==> src/rtl/cpu_pkg.sv <==
// Shared encodings for the basic CPU: controller states, T-slot landmarks and
// opcode indices used by the timing and control blocks.
package cpu_pkg;

  localparam logic [1:0] ST_IDLE = 2'd0;
  localparam logic [1:0] ST_RUN  = 2'd1;
  localparam logic [1:0] ST_HALT = 2'd2;

  localparam logic [3:0] T_FETCH_AR = 4'd0;
  localparam logic [3:0] T_FETCH_IR = 4'd2;
  localparam logic [3:0] T_ADDR     = 4'd4;
  localparam logic [3:0] T_EXEC_R   = 4'd6;
  localparam logic [3:0] T_MEM      = 4'd8;
  localparam logic [3:0] T_ALU      = 4'd10;

  localparam int OP_REGIO = 7;

endpackage

==> src/rtl/onehot_dec.sv <==
// Generic IN_W-to-2^IN_W one-hot decoder; output is all-zero when en is low.
module onehot_dec #(
  parameter int IN_W = 4
) (
  input  logic                     en,
  input  logic [IN_W-1:0]          sel,
  output logic [(1 << IN_W)-1:0]   y
);

  always_comb begin
    y = '0;
    if (en) y[sel] = 1'b1;
  end

endmodule

==> src/rtl/timing_seq.sv <==
// Sequence counter, opcode latch and run/halt control for the basic CPU;
// emits the one-hot T-slot vector and registered opcode one-hot.
module timing_seq
  import cpu_pkg::*;
#(
  parameter int RREF_LAST   = 7,
  parameter int MREF_LAST   = 11,
  parameter int DEC_LATCH_T = 3,
  parameter int CNT_W       = 16
) (
  input  logic             clk,
  input  logic             rst,
  input  logic             run,
  input  logic [15:0]      ir_odat,
  output logic [15:0]      dec_signal,
  output logic [7:0]       dec,
  output logic [3:0]       sc,
  output logic             running,
  output logic             instr_done,
  output logic [CNT_W-1:0] instr_cnt
);

  logic [1:0]       state_p0;
  logic [3:0]       sc_p0;
  logic [7:0]       dec_p0;
  logic [CNT_W-1:0] cnt_p0;

  logic [7:0] op_onehot;
  logic [3:0] last_slot;
  logic       at_last;
  logic       is_hlt;
  logic       unused_ir;

  assign unused_ir = ^ir_odat[11:1];

  // Before the opcode latch dec is zero, so early slots take the longer
  // memory-reference limit; no end check can fire before the latch anyway.
  assign last_slot  = dec_p0[OP_REGIO] ? 4'(RREF_LAST) : 4'(MREF_LAST);
  assign at_last    = (sc_p0 == last_slot);
  assign is_hlt     = dec_p0[OP_REGIO] && !ir_odat[15] && ir_odat[0];

  assign running    = (state_p0 == ST_RUN);
  assign instr_done = running && at_last;
  assign sc         = sc_p0;
  assign dec        = dec_p0;
  assign instr_cnt  = cnt_p0;

  onehot_dec #(.IN_W(3)) u_op_dec (
    .en  (1'b1),
    .sel (ir_odat[14:12]),
    .y   (op_onehot)
  );

  onehot_dec #(.IN_W(4)) u_slot_dec (
    .en  (running),
    .sel (sc_p0),
    .y   (dec_signal)
  );

  // Stage p0: controller state, slot counter, opcode latch, completion count
  always_ff @(posedge clk) begin
    if (rst) begin
      state_p0 <= ST_IDLE;
      sc_p0    <= T_FETCH_AR;
      dec_p0   <= '0;
      cnt_p0   <= '0;
    end else begin
      case (state_p0)
        ST_RUN: begin
          if (at_last) begin
            cnt_p0   <= cnt_p0 + 1'b1;
            sc_p0    <= T_FETCH_AR;
            dec_p0   <= '0;
            state_p0 <= is_hlt ? ST_HALT : ST_RUN;
          end else begin
            sc_p0 <= (sc_p0 == 4'hF) ? T_FETCH_AR : sc_p0 + 4'd1;
            if (sc_p0 == 4'(DEC_LATCH_T)) dec_p0 <= op_onehot;
          end
        end
        ST_IDLE, ST_HALT: begin
          sc_p0  <= T_FETCH_AR;
          dec_p0 <= '0;
          if (run) state_p0 <= ST_RUN;
        end
        default: begin
          state_p0 <= ST_IDLE;
          sc_p0    <= T_FETCH_AR;
          dec_p0   <= '0;
        end
      endcase
    end
  end

endmodule
==> config.mk <==
export PLATFORM = sky130hd
export DESIGN_NAME = timing_seq
export DESIGN_NICKNAME = d
export VERILOG_FILES = /design/src/rtl/cpu_pkg.sv /design/src/rtl/onehot_dec.sv /design/src/rtl/timing_seq.sv
export SDC_FILE = /design/constraint.sdc
export NUM_CORES = 1
export LEC_CHECK = 0
export CORE_AREA = 3 3 59 61
export CTS_BUF_LIST = sky130_fd_sc_hd__clkbuf_8
export CTS_CLUSTER_SIZE = 30
export DETAILED_ROUTE_END_ITERATION = 7
export DIE_AREA = 0 0 62 64
export DONT_BUFFER_PORTS = 1
export PLACE_DENSITY = 0.68
export SYNTH_ARGS = -nofsm -noshare
export SYNTH_HDL_FRONTEND = slang
export SYNTH_HIERARCHICAL = 1
export SYNTH_SLANG_ARGS = --single-unit
export TNS_END_PERCENT = 5
==> constraint.sdc <==
create_clock -name clk -period 2.4 [get_ports clk]
set_clock_uncertainty 0.05 [all_clocks]
set_input_delay 0.48 -clock clk [delete_from_list [all_inputs] [get_ports clk]]
set_output_delay 0.48 -clock clk [all_outputs]
set_load 0.1 [all_outputs]
Word level (Yosys, flattened, before mapping)
Index checks and enable logic that the tools add are counted.

Register bits after elaboration: 30. Input port bits: 19. Output and inout bits: 46. Logic and storage cells: 40.

Add/subtract/negate cells: 2. Order comparisons: 4. Equality and inequality tests: 7. Mux-type cells: 10. Bitwise gates (word level): 1. Reduce and logical (&&, ||, !) cells: 12.

Operator list (number): 16-bit by 1-bit adder with 16-bit output (second input constant) (1); 16-bit 2-to-1 mux (1); 2-bit 2-to-1 mux (3); 1-bit logical AND (5); 4-bit by 5-bit < comparator with 1-bit output (second input constant) (1); 4-bit by 1-bit adder with 4-bit output (second input constant) (1); 1-bit demux with 4-bit select (1); 4-bit by 2-bit == test with 1-bit output (second input constant) (1); 4-bit == test (1); 4-bit == test (second input constant) (1); 4-bit by 1-bit >= comparator with 1-bit output (second input constant) (1); 3-bit by 4-bit < comparator with 1-bit output (second input constant) (1); 4-bit 2-to-1 mux (1); 2-bit one-hot mux with 2 select lines (1); 2-bit AND reduction (2); 4-bit OR reduction (1); 1-bit demux with 3-bit select (1); 3-bit by 1-bit >= comparator with 1-bit output (second input constant) (1); 3-bit OR reduction (1); 2-bit by 1-bit == test with 1-bit output (second input constant) (1); 2-bit == test (second input constant) (1); 2-bit zero test (1); 1-bit 2-to-1 mux (2); 2-bit by 1-bit != test with 1-bit output (second input constant) (1); other kinds (4) (4).

Depth between registers and ports, before layout
Gate-level depths: netlist of the first run.

Depth in word-level cells: 6. Mapped depth: 8. Mapped depth without buffers: 6.

Cells and area by module
Netlist of the first run, hierarchy kept.

By module, submodules not included: timing_seq (times used 1, cells an instance 147, area an instance 1410.1 µm², seq. area each 600.6 µm²); onehot_dec (u_slot_dec) (times used 1, cells an instance 23, area an instance 117.6 µm², seq. area each 0.0 µm²); onehot_dec (u_op_dec) (times used 1, cells an instance 8, area an instance 95.1 µm², seq. area each 0.0 µm²).

Worst setup path before layout of the first run
Ideal clock, no wire load.

Kind: reg-to-output. Start: reg state_p0[0]. End: out dec_signal[12]. Data arrival time: 4.389 ns. Data required time: 1.870 ns. Path slack: -2.519 ns. Cell stages (with the launch flop): 4. Buffers on the path: 0. Cells stage by stage: dfxtp_1 nor2b_1 nand3_1 nor3_1.

Cells in the longest elaborated chain, start to end: 2.

RTL lines: start: declaration (RTL line timing_seq.sv:23) `logic [1:0] state_p0;`; start signal: assignment (RTL line timing_seq.sv:74) `state_p0 <= is_hlt ? ST_HALT : ST_RUN;`; 2-bit by 1-bit == test with 1-bit output (RTL line timing_seq.sv:42) `assign running = (state_p0 == ST_RUN);`; net running (RTL line timing_seq.sv:18) `output logic running,`; 16-bit 2-to-1 mux (RTL line onehot_dec.sv:12) `if (en) y[sel] = 1'b1;`; end: declaration (RTL line timing_seq.sv:15) `output logic [15:0] dec_signal,`.

The timed path passes the listed nets, and every way through them passes these cells.

Worst setup path after layout of the first run
Start: reg sc_p0[0], in the netlist sc[0]. End: out dec_signal[5].

Cells in the longest elaborated chain, start to end: 5. Elaborated cells between the ends (all ways): 6. Classes of those cells: order compare: 2; mux: 3; reduce/logical: 1.

RTL lines: start: declaration (RTL line timing_seq.sv:24) `logic [3:0] sc_p0;`; start signal: assignment (RTL line timing_seq.sv:76) `sc_p0 <= (sc_p0 == 4'hF) ? T_FETCH_AR : sc_p0 + 4'd1;`; 4-bit by 5-bit < comparator with 1-bit output (not written as such) or 4-bit by 1-bit >= comparator with 1-bit output (tied branches) (RTL line onehot_dec.sv:12); 1-bit logical AND (not written as such) (RTL line onehot_dec.sv:12); 1-bit 2-to-1 mux (not written as such) (RTL line onehot_dec.sv:12); 1-bit demux with 4-bit select *; 16-bit 2-to-1 mux * (RTL line onehot_dec.sv:12).

Mark *: on every way between the ends. The rest lies on a longest branch, timed or not.

==> results of run 1 <==
==> per-stage QoR <==
step	instances	util	total power [mW]	setup slack, ns	setup TNS [ns]
floorplan	185	-	0.591	-0.333	-3.29
global placement	270	0.776	0.603	0.389	0
detailed placement	270	0.776	0.606	0.347	0
CTS	278	0.806	1.01	0.0895	0
global route	278	0.806	1.04	0.0306	0
finish	278	0.806	0.995	0.117	0
==> cell families (layout without fill, tap and decap cells) <==
| group | Yosys count | count (layout) | synth area share |
|---|---|---|---|
| buffers and inverters | 13 | 62 | 0.0416 |
| AND/OR/NAND/NOR | 83 | 83 | 0.332 |
| XOR/XNOR | 8 | 8 | 0.0432 |
| multiplexers | 9 | 9 | 0.0555 |
| adder cells (fa/ha/maj) | 2 | 2 | 0.0154 |
| AO/OA/AOI/OAI | 32 | 32 | 0.140 |
| other | 1 | 8 | 0.00231 |
| flip-flops | 30 | 30 | 0.370 |
==> cell usage after synthesis, drive strengths merged <==
library cell	instances	share of area
o211ai	2	0.0092
or4	5	0.023
inv	4	0.0092
and3	1	0.0039
ha	2	0.015
clkbuf	4	0.010
a31oi	1	0.0039
and4	4	0.022
and2	1	0.0039
nand2	4	0.0092
o31ai	5	0.023
a21oi	10	0.031
nor3	4	0.015
nor2	30	0.069
dfxtp	30	0.37
or3	3	0.012
o2111ai	4	0.025
conb	1	0.0023
or3b	2	0.012
and3b	2	0.011
nor2b	1	0.0039
nor3b	2	0.012
or4b	1	0.0085
a21o	1	0.0046
nor4b	1	0.0092
xor2	5	0.027
and4bb	4	0.033
nand2b	4	0.015
nand4	2	0.0077
buf	5	0.022
o21ai	6	0.023
nand3b	2	0.0092
a311oi	3	0.020
mux2i	9	0.056
nand3	4	0.012
and4b	5	0.032
xnor2	3	0.016
nand4b	1	0.0054
==> per-layer routing <==
metal / part of all wire / track usage / vias up
li1: - / - / 762
met1: 0.40 / 0.279 / 710
met2: 0.52 / 0.398 / 52
met3: 0.056 / 0.0566 / 10
met4: 0.016 / 0.0796 / 0
met5: 0 / 0 / -
==> area by class of cell <==
class / instances / area share
tap: 44 / 0.0226
inverter: 4 / 0.00769
timing repair buffer: 50 / 0.236
clock buffer: 6 / 0.0338
multi-input combinational: 142 / 0.448
sequential: 30 / 0.249
clock inverter: 2 / 0.00359
==> sequential cells by signal, indices dropped and copies added, names as in the netlist <==
signal	flops
dec	8
instr_cnt	16
sc	4
state_p0	2
==> power breakdown <==
part | leakage, nW | internal (mW) | switching (mW)
clock network | 0.0524 | 0.226 | 0.173
logic | 0.596 | 0.0279 | 0.0637
registers | 0.244 | 0.501 | 0.00249
total | 0.892 | 0.756 | 0.240
==> worst max-delay path by stage <==
stage,slack [ns],startpoint,endpoint
2_1_floorplan,-0.33,state_p0[0],dec_signal[0]
3_3_place_gp,0.39,sc[0],instr_cnt[1]
3_5_place_dp,0.35,sc[0],instr_cnt[0]
4_1_cts,0.09,sc[0],dec_signal[5]
5_1_grt,0.03,sc[0],dec_signal[7]
6_report,0.12,sc[0],dec_signal[5]
==> worst register-to-register path: stages (launching register included) <==
cell and delay [ns]:
dfxtp_2 0.32, ha_1 0.22, and3b_1 0.25, o21ai_2 0.13
clkinvlp_4 0.48, buf_4 0.32, xnor2_1 0.14, nor2_1 0.05
==> flow_summary_export.csv, run 1 <==
group,metric,value,unit
run_status,outcome,"finished, final reports clean",
synthesis,netlist_instances,178,
routing,num_vias,1534,
setup_path,worst-setup-path-type,"flip-flop to primary output",
sta,fin_crit_sh,0.951,
sta,fmax,438,MHz
global_routing,grt_pass1_vias,1524,
setup_path,path_depth,4,
min_path,hold_start,"rst",
routing,wl_per_cell,15.3,microns
min_path,min_to,"state_p0[0]",
setup_path,cp-start-kind,"flip-flop",
synthesis,ys_seq_elements,30,
die,io_pins,65,
cts,clk_pin_slew,0.06,ns
die,die_x,62,microns
setup_path,cp_max_fo,11,
final_layout,nFillCells,197,
placement,dp_hpwl,3.23,mm
cts,htreeDepth,2,
sta,maxSlewViolCount,0,
global_routing,grt_start_max_net_pins,20,
routing,avgViaCountPerCell,5.52,
setup_path,critPathArrivalTime,1.75,ns
cts,clk_latency,0.27,ns
placement,port-buffer-count,0,
min_path,whs_path_depth,1,
setup_path,timing.rr.start,"sc[0]",
setup_path,rrSetupSlack,0.33,ns
sta,setup_viol,0,
min_path,hp-class,"primary input to flip-flop",
synthesis,ys_seq_area_frac,0.370,
cts,cts_root_buf,"clkbuf_8",
setup_path,slowest_stage,"buf_4",
die,start_util,0.536,
global_routing,antenna_found_initial,0,
setup_path,r2r-end,"instr_cnt[0]",
final_layout,final_cell_mix,"buf_4, dfxtp_1, nor2_1, buf_12, a21oi_1",
setup_path,crit_family,"buffers and inverters",
setup_path,path_cells,"buf_4 -> nand2b_1 -> nor2_2 -> buf_12",
final_layout,antenna_cells,0,
die,die_area,3970,sq um
sta,maxSlewHeadroom,0.340,
cts,cts_tree,"done",
setup_path,max_stage_delay,0.40,ns
final_layout,drive_gt1_frac,0.406,
sta,holdWs,0.218,ns
final_layout,nets,254,
routing,drt_pass1_iterations,4,
sta,grt_setup_unrepaired,"false",
routing,wirelength,4.27,mm
global_routing,grt_usage,0.234,
die,fp-row-count,20,
final_layout,postLayoutCellArea,2440,sq um
cts,clockBufferDepth,2,
placement,placed_cell_area,2350,sq um
die,die_y,64,microns
setup_path,cp-end-kind,"primary output",
flow_run,drv_cap,0,
power,ir_worst_vdd,505,uV
synthesis,yosys.cell_types.count,51,
power,power.leakage,0.892,nW
sta,finalHoldViolations,0,
final_layout,area_growth,50.4,%
die,coreArea,3030,sq um
power,power_density,408,nW/um^2
synthesis,ys_warn_count,6,
final_layout,final_common_cell,"buf_4",
cts,cts_resized,0,
global_routing,grt_pass1_wl,7.04,mm
routing,drt-initial-drc-count,51,
final_layout,multiInputGateArea,1090,sq um
global_routing,grt_overflow_total,0,
setup_path,reg2reg_depth,7,
setup_path,cp_num_buf_inv,2,
setup_path,critPathRequiredTime,1.87,ns
sta,worstMarginPinSlew,0.988,ns
cts,cts.sinks,30,
cts,ctsHoldBuffers,0,
sta,fin_crit,2.28,ns
cts,cts_setup_buffers,0,
synthesis,avgSynthCellArea,9.12,sq um
placement,gp_congestion,0.775,
final_layout,regArea,607,sq um
synthesis,synth_area,1620,sq um
routing,ant_nets,0,
routing,drcViolationCount,0,
cts,numCtsBuffers,5,
No activity file was read; power rests on OpenSTA's default activity.
==> inputs of run 2 (changes only) <==
--- a/config.mk
+++ b/config.mk
@@ -5,13 +5,12 @@
 export SDC_FILE = /design/constraint.sdc
 export NUM_CORES = 1
 export LEC_CHECK = 0
-export CORE_AREA = 3 3 59 61
+export CORE_AREA = 3 3 61 63
 export CTS_BUF_LIST = sky130_fd_sc_hd__clkbuf_8
 export CTS_CLUSTER_SIZE = 30
 export DETAILED_ROUTE_END_ITERATION = 7
-export DIE_AREA = 0 0 62 64
+export DIE_AREA = 0 0 64 66
 export DONT_BUFFER_PORTS = 1
-export PLACE_DENSITY = 0.68
 export SYNTH_ARGS = -nofsm -noshare
 export SYNTH_HDL_FRONTEND = slang
 export SYNTH_HIERARCHICAL = 1
==> flow_summary_export.csv, run 2 (same netlist as run 1, synthesis figures left out) <==
group,metric,value,unit
run_status,outcome,"finished, final reports clean",
placement,dp_hpwl,2.95,mm
final_layout,post-route-util,0.736,
cts,clk_pin_slew,0.06,ns
setup_path,cp-start-kind,"flip-flop",
power,power.leakage,0.871,nW
cts,clockBufferDepth,2,
final_layout,nets,250,
setup_path,critPathRequiredTime,1.87,ns
final_layout,final_common_cell,"buf_4",
setup_path,rrSetupSlack,0.40,ns
die,start_util,0.494,
sta,fin_crit_sh,0.949,
placement,placed_cell_area,2320,sq um
min_path,hp-class,"primary input to flip-flop",
sta,worstMarginPinSlew,0.991,ns
sta,fmax,439,MHz
cts,cts.sinks,30,
die,coreArea,3280,sq um
sta,maxSlewViolCount,0,
global_routing,grt_pass1_vias,1405,
final_layout,postLayoutCellArea,2420,sq um
routing,drcViolationCount,0,
global_routing,antenna_found_initial,0,
global_routing,grt_start_max_net_pins,20,
sta,finalHoldViolations,0,
placement,place_ws,0.395,ns
die,fp-row-count,21,
power,ir_worst_vdd,514,uV
routing,wl_per_cell,13.8,microns
routing,drt_pass1_iterations,4,
die,die_x,64,microns
routing,ant_nets,0,
routing,wirelength,3.80,mm
final_layout,area_growth,48.9,%
placement,dpl.cell_count,268,
cts,cts_resized,0,
die,die_y,66,microns
placement,port-buffer-count,0,
global_routing,grt_overflow_total,0,
sta,maxSlewHeadroom,0.338,
sta,setup_viol,0,
cts,clk_latency,0.27,ns
final_layout,drive_gt1_frac,0.396,
power,power,987,uW
routing,num_vias,1509,
power,power_density,408,nW/um^2
die,die_area,4220,sq um
cts,numCtsBuffers,5,
cts,htreeDepth,2,
sta,grt_setup_unrepaired,"false",
final_layout,finalNonFillerCells,276,
cts,ctsHoldBuffers,0,
setup_path,cp_max_fo,6,
sta,fin_ws,0.123,ns
routing,drt-initial-drc-count,51,
die,io_pins,65,
final_layout,antenna_cells,0,
global_routing,grt_pass1_wl,6.29,mm
routing,avgViaCountPerCell,5.47,
flow_run,drv_cap,0,
final_layout,largest_reg_flops,16,
setup_path,cp-end-kind,"primary output",
sta,fin_crit,2.28,ns
cts,cts_setup_buffers,0,
final_layout,final_cell_mix,"buf_4, dfxtp_1, nor2_1, buf_12, a21oi_1",
setup_path,critPathArrivalTime,1.75,ns
global_routing,grt_usage,0.187,
setup_path,worst-setup-path-type,"flip-flop to primary output",
placement,gp_congestion,0.877,
cts,cts_root_buf,"clkbuf_8",
cts,cts_tree,"done",
## run 2: changes by cell type in the layout (fill, tap and decap cells not counted)
cell / delta
dfxtp_2: -1
dfxtp_4: +1
buf_4: -4
## run 2: layout make-up
| cell class | instances | area, sq um |
|---|---|---|
| Timing Repair Buffer | 46 | 546 |
| Clock inverter | 2 | 8.76 |
| Sequential cell | 30 | 609 |
| Tap cell | 46 | 57.6 |
| Fill cell | 255 | 868 |
| Multi-Input combinational cell | 142 | 1090 |
| Inverter | 4 | 18.8 |
| Clock buffer | 6 | 82.6 |
## run 2: report_power, final
part,switching [mW],total [mW],internal (mW)
logic,0.0625,0.0901,0.0275
clock network,0.168,0.394,0.226
registers,0.00235,0.503,0.500
total,0.233,0.987,0.754
## run 2: final timing paths
| path | from | end | cells after the start |
|---|---|---|---|
| setup / recovery | sc[0] | instr_done | 4 |
| hold / removal | rst | state_p0[0] | 1 |
| setup reg to reg | sc[0] | instr_cnt[0] | 6 |
| hold reg to reg | dec[1] | dec[1] | 2 |
## run 2: metal layers
metal	GRT usage	wire, microns	vias to the layer above
li1	-	-	751
met1	0.205	1500	703
met2	0.329	1980	46
met3	0.0697	260	9
met4	0.0647	54	0
met5	0	0	-
## run 2: critical path: stages, from the launching register on
cell        delay, ns
dfxtp_2          0.32
ha_1             0.25
and3b_1          0.26
o21ai_2          0.14
clkinvlp_4       0.51
## run 2: metrics by stage
stage | setup TNS [ns] | hold WS [ns]
final | 0 | 0.221
after global routing | 0 | 0.208
after CTS | 0 | 0.211
after detailed placement | 0 | 0.425
after global placement | 0 | 0.409
after floorplan | -3.29 | 0.456
==> inputs of run 3 (changes only) <==
--- a/config.mk
+++ b/config.mk
@@ -5,12 +5,13 @@
 export SDC_FILE = /design/constraint.sdc
 export NUM_CORES = 1
 export LEC_CHECK = 0
-export CORE_AREA = 3 3 61 63
+export CORE_AREA = 3 3 59 61
 export CTS_BUF_LIST = sky130_fd_sc_hd__clkbuf_8
 export CTS_CLUSTER_SIZE = 30
 export DETAILED_ROUTE_END_ITERATION = 7
-export DIE_AREA = 0 0 64 66
+export DIE_AREA = 0 0 62 64
 export DONT_BUFFER_PORTS = 1
+export PLACE_DENSITY = 0.69
 export SYNTH_ARGS = -nofsm -noshare
 export SYNTH_HDL_FRONTEND = slang
 export SYNTH_HIERARCHICAL = 1
==> flow_summary_export.csv, run 3 (same netlist as run 1, synthesis figures left out) <==
group,metric,value,unit
setup_path,slowest_stage,"clkinvlp_4",
min_path,whs_path_depth,1,
final_layout,largest_reg_flops,16,
setup_path,cp-end-kind,"primary output",
setup_path,path_depth,3,
die,start_util,0.536,
power,ir_worst_vdd,399,uV
sta,fin_crit,2.30,ns
die,fp-row-count,20,
routing,drcViolationCount,0,
routing,wl_per_cell,16.1,microns
setup_path,cp-start-kind,"flip-flop",
die,die_area,3970,sq um
routing,num_vias,1581,
final_layout,regArea,607,sq um
power,power.leakage,0.887,nW
placement,gp_congestion,0.764,
cts,cts_resized,0,
final_layout,antenna_cells,0,
global_routing,grt_pass1_vias,1534,
final_layout,multiInputGateArea,1090,sq um
setup_path,worst-setup-path-type,"flip-flop to primary output",
sta,maxSlewViolCount,0,
min_path,hp-class,"primary input to flip-flop",
setup_path,crit_path_start,"sc[2]",
final_layout,nets,254,
die,io_pins,65,
setup_path,path_cells,"and3b_1 -> o21ai_2 -> clkinvlp_4",
final_layout,final_common_cell,"buf_4",
setup_path,cp_num_buf_inv,1,
cts,cts_root_buf,"clkbuf_8",
setup_path,crit_family,"buffers and inverters",
min_path,hold_start,"rst",
routing,drt-initial-drc-count,64,
cts,ctsHoldBuffers,0,
die,coreArea,3030,sq um
cts,cts_setup_buffers,0,
global_routing,grt_start_max_net_pins,20,
final_layout,area_growth,50.7,%
cts,cts_tree,"done",
setup_path,reg2reg_depth,6,
cts,clockBufferDepth,2,
setup_path,rrSetupSlack,0.25,ns
global_routing,antenna_found_initial,0,
flow_run,drv_cap,0,
sta,worstMarginPinSlew,0.994,ns
cts,clk_pin_slew,0.07,ns
setup_path,max_stage_delay,0.49,ns
die,die_x,62,microns
sta,grt_setup_unrepaired,"false",
cts,cts.sinks,30,
die,die_y,64,microns
setup_path,critPathArrivalTime,1.77,ns
cts,htreeDepth,2,
final_layout,final_cell_mix,"buf_4, dfxtp_1, nor2_1, buf_12, a21oi_1",
final_layout,drive_gt1_frac,0.410,
setup_path,timing.rr.start,"sc[2]",
sta,setup_viol,0,
placement,port-buffer-count,0,
setup_path,critPathRequiredTime,1.87,ns
setup_path,cp_max_fo,16,
placement,dp_hpwl,3.26,mm
power,power_density,418,nW/um^2
sta,fin_crit_sh,0.956,
routing,avgViaCountPerCell,5.69,
routing,drt_pass1_iterations,4,
cts,numCtsBuffers,5,
power,power,1.02,mW
sta,maxSlewHeadroom,0.336,
global_routing,grt_usage,0.242,
routing,wirelength,4.49,mm
global_routing,grt_pass1_wl,7.18,mm
sta,fmax,436,MHz
routing,ant_nets,0,
final_layout,nFillCells,202,
global_routing,grt_overflow_total,0,
sta,fin_setup_tns,0,ns
run_status,outcome,"finished, final reports clean",
sta,finalHoldViolations,0,
cts,clk_latency,0.28,ns
==> run 3: routing by layer <==
metal  part of all wire  routed length (microns)  vias to the layer above  global-route usage
met3              0.062                      280                        8              0.0768
met4              0.014                       65                        0              0.0743
li1                   -                        -                      760                   -
met5                  0                        0                        -                   0
met1               0.37                     1640                      758               0.258
met2               0.56                     2500                       55               0.434
==> run 3: final timing paths <==
check                       to
setup / recovery    instr_done
hold / removal     state_p0[0]
setup reg to reg  instr_cnt[1]
hold reg to reg   instr_cnt[9]
==> run 3: power breakdown <==
group / internal, mW / switching [mW] / leakage (nW) / total (mW)
Sequential: 0.501 / 0.00229 / 0.244 / 0.503
Combinational: 0.0279 / 0.0628 / 0.596 / 0.0907
Clock: 0.230 / 0.197 / 0.0472 / 0.427
==> run 3: cell type report <==
| cell class | count | share of cell area |
|---|---|---|
| Clock buffer | 6 | 0.0338 |
| Tap cell | 44 | 0.0225 |
| Clock inverter | 2 | 0.00512 |
| Inverter | 4 | 0.00768 |
| Sequential cell | 30 | 0.248 |
| Timing Repair Buffer | 50 | 0.235 |
| Multi-Input combinational cell | 142 | 0.447 |
==> run 3: metrics by stage <==
stage / hold WS [ns] / worst slack [ns] / util / instance area [sq um] / std cells
after global routing: 0.195 / 0.0512 / 0.807 / 2440 / 278
after CTS: 0.198 / 0.113 / 0.807 / 2440 / 278
after global placement: 0.417 / 0.360 / 0.776 / 2350 / 270
after floorplan: 0.456 / -0.333 / - / 1770 / 185
after detailed placement: 0.435 / 0.313 / 0.776 / 2350 / 270
final: 0.202 / 0.105 / 0.807 / 2440 / 278
